--- config.mk ---
export PLATFORM = sky130hd
export DESIGN_NAME = dmem_responder
export DESIGN_NICKNAME = d
export VERILOG_FILES = /design/src/rtl/dmem_responder.sv
export SDC_FILE = /design/constraint.sdc
export NUM_CORES = 1
export LEC_CHECK = 0
export ABC_AREA = 1
export CAP_MARGIN = 30
export CORE_MARGIN = 2
export CORE_UTILIZATION = 40
export DETAILED_ROUTE_END_ITERATION = 7
export GPL_ROUTABILITY_DRIVEN = 0
export MAX_ROUTING_LAYER = met4
export PLACE_DENSITY_LB_ADDON = 0.1
export SLEW_MARGIN = 20
export SYNTH_ARGS = -nofsm -noshare
export SYNTH_HDL_FRONTEND = slang
export SYNTH_SLANG_ARGS = --single-unit
--- constraint.sdc ---
create_clock -name clk -period 3.95 [get_ports clk]
set_input_delay 0.79 -clock clk [delete_from_list [all_inputs] [get_ports clk]]
set_output_delay 0.79 -clock clk [all_outputs]
set_load 0.02 [all_outputs]
--- src/rtl/dmem_responder.sv ---
// rtl/dmem_responder.sv - MEM-stage cache and IO responder; define DMEM_STATS_EN for hit/miss counters at FFF3/FFF4
module dmem_responder #(
    parameter int          LINES   = 16,
    parameter logic [15:0] IO_BASE = 16'hFFF0
) (
    input  logic        clk,
    input  logic        rst,
    input  logic [15:0] mem_add,
    input  logic [15:0] mem_wdata,
    input  logic        mem_re,
    input  logic        mem_we,
    input  logic        io_we,
    input  logic        mem_en,
    output logic [15:0] mem_rdata,
    output logic        stall_cmis,
    output logic        bm_req,
    output logic        bm_we,
    output logic [15:0] bm_addr,
    output logic [15:0] bm_wdata,
    input  logic        bm_ack,
    input  logic [15:0] bm_rdata,
    input  logic [15:0] io_in,
    output logic [15:0] io_out
);
    localparam int IDX_W = $clog2(LINES);
    localparam int TAG_W = 16 - IDX_W;

    typedef enum logic [1:0] {IDLE, FILL, WRITE, RELEASE} state_t;

    state_t             state;
    logic [LINES-1:0]   valid;
    logic [TAG_W-1:0]   tag_mem  [LINES];
    logic [15:0]        data_mem [LINES];
    logic [15:0]        cyc_cnt;

    logic [IDX_W-1:0]   idx;
    logic [TAG_W-1:0]   tag;
    logic [IDX_W-1:0]   fill_idx;
    logic [TAG_W-1:0]   fill_tag;
    logic [15:0]        io_off;
    logic [15:0]        io_rd;
    logic               is_io;
    logic               line_hit;
    logic               load_req;
    logic               store_req;
    logic               start_fill;
    logic               start_write;

`ifdef DMEM_STATS_EN
    logic [15:0]        hit_cnt;
    logic [15:0]        miss_cnt;
`endif

    assign idx         = mem_add[IDX_W-1:0];
    assign tag         = mem_add[15:IDX_W];
    assign fill_idx    = bm_addr[IDX_W-1:0];
    assign fill_tag    = bm_addr[15:IDX_W];
    assign is_io       = (mem_add >= IO_BASE);
    assign io_off      = mem_add - IO_BASE;
    assign line_hit    = valid[idx] && (tag_mem[idx] == tag);
    // A store outranks a load presented in the same cycle
    assign load_req    = mem_re && !mem_we && !is_io;
    assign store_req   = mem_we && !is_io;
    assign start_fill  = (state == IDLE) && load_req && !line_hit;
    assign start_write = (state == IDLE) && store_req;
    assign stall_cmis  = (state == RELEASE) ||
                         ((state == IDLE) && !start_fill && !start_write);

    // IO register read mux; unmapped IO offsets read as zero
    always_comb begin
        io_rd = '0;
        if (is_io) begin
            case (io_off)
                16'd0:   io_rd = io_out;
                16'd1:   io_rd = io_in;
                16'd2:   io_rd = cyc_cnt;
`ifdef DMEM_STATS_EN
                16'd3:   io_rd = hit_cnt;
                16'd4:   io_rd = miss_cnt;
`endif
                default: io_rd = '0;
            endcase
        end
    end

    // Load data only while idle and not stalling; zero otherwise
    always_comb begin
        mem_rdata = '0;
        if ((state == IDLE) && mem_re && !mem_we) begin
            if (is_io)
                mem_rdata = io_rd;
            else if (line_hit)
                mem_rdata = data_mem[idx];
        end
    end

    // Control FSM: backing-memory handshake and line valid bits
    always_ff @(posedge clk or negedge rst) begin
        if (!rst) begin
            state    <= IDLE;
            valid    <= '0;
            bm_req   <= 1'b0;
            bm_we    <= 1'b0;
            bm_addr  <= '0;
            bm_wdata <= '0;
        end else begin
            case (state)
                IDLE: begin
                    if (start_write) begin
                        state    <= WRITE;
                        bm_req   <= 1'b1;
                        bm_we    <= 1'b1;
                        bm_addr  <= mem_add;
                        bm_wdata <= mem_wdata;
                    end else if (start_fill) begin
                        state   <= FILL;
                        bm_req  <= 1'b1;
                        bm_we   <= 1'b0;
                        bm_addr <= mem_add;
                    end
                end
                FILL: begin
                    if (bm_ack) begin
                        state           <= IDLE;
                        bm_req          <= 1'b0;
                        valid[fill_idx] <= 1'b1;
                    end
                end
                WRITE: begin
                    if (bm_ack) begin
                        state  <= RELEASE;
                        bm_req <= 1'b0;
                        bm_we  <= 1'b0;
                    end
                end
                RELEASE: begin
                    if (mem_en)
                        state <= IDLE;
                end
                default: state <= IDLE;
            endcase
        end
    end

    // Line tag/data storage; contents are meaningless until the valid bit is set
    always_ff @(posedge clk) begin
        if ((state == FILL) && bm_ack) begin
            tag_mem[fill_idx]  <= fill_tag;
            data_mem[fill_idx] <= bm_rdata;
        end else if (start_write && line_hit) begin
            data_mem[idx] <= mem_wdata;
        end
    end

    // Output port register and free-running cycle counter
    always_ff @(posedge clk or negedge rst) begin
        if (!rst) begin
            io_out  <= '0;
            cyc_cnt <= '0;
        end else begin
            cyc_cnt <= cyc_cnt + 16'd1;
            if (io_we && (mem_add == IO_BASE))
                io_out <= mem_wdata;
        end
    end

`ifdef DMEM_STATS_EN
    // Saturating hit/miss counters over cacheable loads seen while idle
    always_ff @(posedge clk or negedge rst) begin
        if (!rst) begin
            hit_cnt  <= '0;
            miss_cnt <= '0;
        end else if ((state == IDLE) && load_req) begin
            if (line_hit) begin
                if (hit_cnt != 16'hFFFF)
                    hit_cnt <= hit_cnt + 16'd1;
            end else begin
                if (miss_cnt != 16'hFFFF)
                    miss_cnt <= miss_cnt + 16'd1;
            end
        end
    end
`endif

endmodule

Yosys cells after proc, flatten, opt, wreduce, memory -nomap -nowiden
Memories as Yosys holds them, arrays and structs flattened.
Index checks and enable logic that the tools add are counted.

word-level totals
  register bits after elaboration = 84
  bits in writable memories = 448
  bits of input ports = 71
  output and inout port bits = 67
  logic and storage cells = 94
  memories = 2

memories
  memory    words  width  rd ports  clocked after Yosys merged registers in  write ports  RTL line  RTL
  data_mem  16     16     1         0                                        1            33        logic [15:0] data_mem [LINES];
  tag_mem   16     12     1         0                                        1            32        logic [TAG_W-1:0] tag_mem [LINES];

cells by class
  add/sub/neg operators = 2
  order comparisons = 4
  eq/ne operators = 12
  multiplexer cells = 31
  bitwise logic cells = 1
  reduce and logical (&&, ||, !) cells = 34

operators by type and width
  cell                      number
  $mux W16                  6
  $pmux W16 S3              1
  $add A16 B1 Y16 const B   1
  $eq A16 B1 Y1 const B     1
  $eq A16 B16 Y1 const B    1
  $eq A16 B2 Y1 const B     1
  $ge A16 B16 Y1 const B    1
  $logic_not A16 Y1         1
  $or A16 B16 Y16           1
  $reduce_or A16 Y1         1
  $sub A16 B16 Y16 const B  1
  $logic_and A1 B1 Y1       15
  $mux W1                   13
  $eq A12 B12 Y1            1
  $lt A4 B5 Y1 const B      2
  $mux W2                   5
  $pmux W2 S4               1
  $ne A2 B2 Y1 const B      3
  $reduce_and A2 Y1         3
  $reduce_and A3 Y1         2
  $reduce_bool A2 Y1        3
  $logic_not A1 Y1          5
  $bmux W1 S4               1
  $demux W1 S4              1
  11 further kinds          13

Longest topological paths before layout
  depth after elaboration = 10
  depth in mapped cells = 22
  depth with buffers taken out = 21

Least setup slack after synthesis
No wires, ideal clock.

  path type = input to register
  from = in mem_add[1]
  to = mem data_mem[0][0] (enable)
  setup time = 388 ps
  arrival = 3294 ps
  required time = 3562 ps
  slack = 267 ps
  stages = 21
  buffers on the path = 4
  cell sequence = buf_6 -> inv_2 -> buf_2 -> buf_4 -> nor2_1 -> o21ai_1 -> nand3_1 -> nand3_1 -> nand2_1 -> nand2_1 -> nand2_1 -> nor2_1 -> nand2_1 -> nor2_2 -> buf_2 -> nand4_4 -> nand2_1 -> nand2_1 -> inv_2 -> nand2_2 -> nor2_1

on the way
  cells in the longest elaborated chain, start to end = 10
  elaborated cells on any way between the ends = 16
  those cells by class = order compare: 1; eq/ne: 1; mux: 7; reduce/logical: 6; memory: 1

ends and longest elaborated chain
  element                                       RTL line  RTL
  from (decl)                                   8         input logic [15:0] mem_add,
  $ge A16 B16 Y1                                58        assign is_io = (mem_add >= IO_BASE);
  $logic_not A1 Y1                              63        assign store_req = mem_we && !is_io;
  $logic_and A1 B1 Y1                           63
  $logic_and A1 B1 Y1                           65        assign start_write = (state == IDLE) && store_req;
  $logic_and A1 B1 Y1                           150       end else if (start_write && line_hit) begin
  $mux W1                                       150
  $mux W1                                       147       if ((state == FILL) && bm_ack) begin
  $mux W1 (implied by the code)                 151       data_mem[idx] <= mem_wdata;
  $reduce_or A16 Y1 (no line)                   --
  $mux W4 (no line) or $mux W1 (tied branches)  --
  to (decl)                                     33

Several ways; a longest one is shown, not always the timed one. The select of a mux whose other input is x is not followed.

Final worst setup path
  from = in mem_add[0]
  to = out mem_rdata[15]

on the way
  cells in the longest elaborated chain, start to end = 6
  elaborated cells on any way between the ends = 15
  those cells by class = add/sub: 1; order compare: 1; eq/ne: 3; mux: 6; reduce/logical: 2; memory: 2

ends and longest elaborated chain
  element                                                                   RTL line  RTL
  parallel branches: the longest is 4 deep, another holds $sub A16 B16 Y16  --
  $mux W16 *                                                                90        if (is_io)
  $mux W16 *                                                                89        if ((state == IDLE) && mem_re && !mem_we) begin
  to (decl)                                                                 14        output logic [15:0] mem_rdata,

Every way passes the cells marked *. The select of a mux whose other input is x is not followed.

==> metrics.txt <==
Least-Margin Pin Slew 0.756 ns; CORE AREA around 0.055 mm2; placed cell area approximately 0.026 mm2; die width 239 um; WP data required around 3.2 ns; DR pass1 iterations 5; top_reg_cell synth edfxtp_1; FP Rows 86; Synth Warn # 0; post-DR wirelength/cell between 20 and 25 um; worst hold path type input port to asynchronous set/reset pin; Post-synth EDFFs about 450; die area around 0.057 mm2; Skew-Pair Late Insertion Delay slightly above 0.6 ns; #FFs+latches synth ~530; Die Y 239 um; CTS buffer count between 50 and 60; DR iter-0 viols 1282; setup ws final around 0.00013 ns; Critical Path AT roughly 3.2 ns; final worst-path cycle share 1.00; Routed WL 68.8 mm; Clock Skew ~0.028 ns; max_slew headroom 0.496; Synth Net Count between 2000 and 2500; initial antenna violation count 0; Reg area about 0.016 mm2; Max Transition Viols Final 0; number of library cell types mapped by synthesis 35; largest area contributor in the netlist edfxtp_1; sequential share of the synthesized area 0.703; hold_ws about 0.13 ns; placed insts 2978; CTS Hold Bufs 0; Setup crit start kind input port; Crit Path Max Fanout 8; total track usage 0.249; fin crit period between 3 and 4 ns; status finished clean; fraction of layout cells with a size suffix above 1 0.187; Layout Nets 2419; vias in the first global route about 16000; post-route ant nets 0; RSZ-0062 raised after global routing yes; Final Hold Viols 0; Fillers approximately 4900; MaxCap Viol Count 0; Async SR Flop Fraction 0.158; share of Yosys cell area claimed by the top area cell type 0.608; clock sink total 532; Peak supply drop 0.488 mV; clock-pin transition on the worst setup and hold timing paths 0.06 ns; IO Count around 140; Util after Layout 0.522; CTS tree done; CTS max path bufs 3; Finish-stage setup viols 0; Setup crit end kind output pin; Mapped Avg Cell Area around 11 um2; H-tree levels 2; non-filler cells, final 3095; pre-CTS setup slack -0.703 ns; pin count of the biggest net entering global routing 33; DRC 0; Leakage around 11 nW; first-pass GRT wire length 102 mm; fin area about 0.029 mm2; I/O Buffers between 100 and 150; Setup CP Type input port to output pin; routed vias approximately 16000; Multi-input gate area roughly 0.0057 mm2; Mapped Area 0.0221 mm2; power per cell area 525 mW/mm2; Detail Placement HPWL ~45 mm; clock root buffer clkbuf_16; global route overflow 0; Area Overhead vs Synth 29.5%; f_max approximately 0.25 GHz; dominant cells by area after synthesis edfxtp_1 61%, dfrtp_1 9.5%, nand2_1 9.1%; Mapped Cells between 1500 and 2000; vias per inst around 5.2; initial core utilization 0.403
## layout make-up
| cell class | instances | share of cell area |
|---|---|---|
| Clock buffer | 79 | 0.0563 |
| Inverter | 181 | 0.0245 |
| Tap cell | 704 | 0.0308 |
| Clock inverter | 28 | 0.00830 |
| Timing Repair Buffer | 387 | 0.137 |
| Multi-Input combinational cell | 1183 | 0.200 |
| Antenna cell | 1 | 0.0000874 |
| Sequential cell | 532 | 0.543 |
## metrics by stage
step	power (W)	TNS, ns
2_1_floorplan	0.00826	0
3_5_place_dp	0.00981	-127.78
5_1_grt	0.0156	-1.21
6_report	0.0150	0
4_1_cts	0.0151	-0.0204
3_3_place_gp	0.00977	-128.34
## critical path: stages
cell	delay, ns
buf_16	0.14
inv_16	0.06
buf_12	0.13
nor2_4	0.27
buf_12	0.16
nand2_1	0.05
nand4_1	0.09
nand3_2	0.09
nand2_1	0.09
nand2_1	0.05
nand2_1	0.08
nand3_2	0.10
nor2_4	0.16
nand2_4	0.12
buf_6	0.14
or3_4	0.34
a21oi_4	0.16
buf_6	0.13
## sequential cells by signal, summed over array words and instances, names as in the netlist
| name | count |
|---|---|
| bm_wdata | 16 |
| cyc_cnt | 16 |
| data_mem | 256 |
| io_out | 16 |
| bm_req | 1 |
| state | 2 |
| bm_we | 1 |
| bm_addr | 16 |
| tag_mem | 192 |
| valid | 16 |
## synth_stat cells, types with 2 or more instances
library cell and n:
clkinv_1 3, nor2_1 131, a31oi_1 9, clkbuf_1 53, edfxtp_1 448, nor4_1 2
nand2_2 4, buf_1 7, nor3_1 26, xor2_1 14, dfrtp_1 84, nor2_2 4
inv_1 172, o21ai_1 27, buf_6 2, inv_2 6, o22ai_1 91, or2_2 4
nand2_1 537, buf_2 23, or3_1 6, nand4_1 10, o211ai_1 33, buf_4 7
nand3_1 127, a22oi_1 5, a21oi_1 44, ha_1 6, o21ai_0 97
## cell families (layout without fill, tap and decap cells)
| family | Yosys count | count (layout) | share of synthesized area |
|---|---|---|---|
| simple gates | 854 | 854 | 0.158 |
| flops | 532 | 532 | 0.703 |
| compound gates | 309 | 309 | 0.0803 |
| buf+inv | 273 | 675 | 0.0495 |
| xor+xnor | 14 | 14 | 0.00554 |
| fa+ha+maj | 6 | 6 | 0.00339 |
| other cells | 0 | 1 | 0 |
## cell usage in the layout, fill, tap and decap left out, types with 84 or more instances in the layout
cell type and count:
nand2_1 520, nand3_1 116, clkdlybuf4s50_1 107, o22ai_1 91, edfxtp_1 448, dfrtp_1 84, buf_4 195, o21ai_0 94
inv_1 164, nor2_1 115
## per-layer routing
| layer | part of all wire | vias up | track usage |
|---|---|---|---|
| met4 | 0.036 | 0 | 0.0896 |
| met5 | 0 | - | - |
| li1 | - | 7585 | - |
| met1 | 0.41 | 7994 | 0.306 |
| met3 | 0.041 | 126 | 0.0269 |
| met2 | 0.51 | 421 | 0.427 |
## repair_timing
item,CTS,global route
resized for setup,124,74
setup buffers,2,4
cloned,3,1
pin swaps,8,19
setup endpoints to repair,17,17
## power breakdown
part | switching (W) | total (W) | internal, W
Sequential | 0.000335 | 0.00709 | 0.00675
Clock | 0.00224 | 0.00529 | 0.00305
Combinational | 0.00167 | 0.00267 | 0.000998
Total | 0.00424 | 0.0150 | 0.0108
## path summary, 6_finish.rpt
kind / from / end / slack (ns) / cells after the start
hold / removal: rst / valid[14] / 0.13 / 1
max in group asynchronous: rst / valid[3] / 3.02 / 2
min in group clk: valid[0] / valid[0] / 0.46 / 2
setup reg to reg: tag_mem[7][9] / data_mem[15][0] / 0.64 / 23
hold reg to reg: valid[0] / valid[0] / 0.46 / 2
setup / recovery: mem_add[0] / mem_rdata[15] / 0.0001 / 18
(Power assumes the default switching activity.)
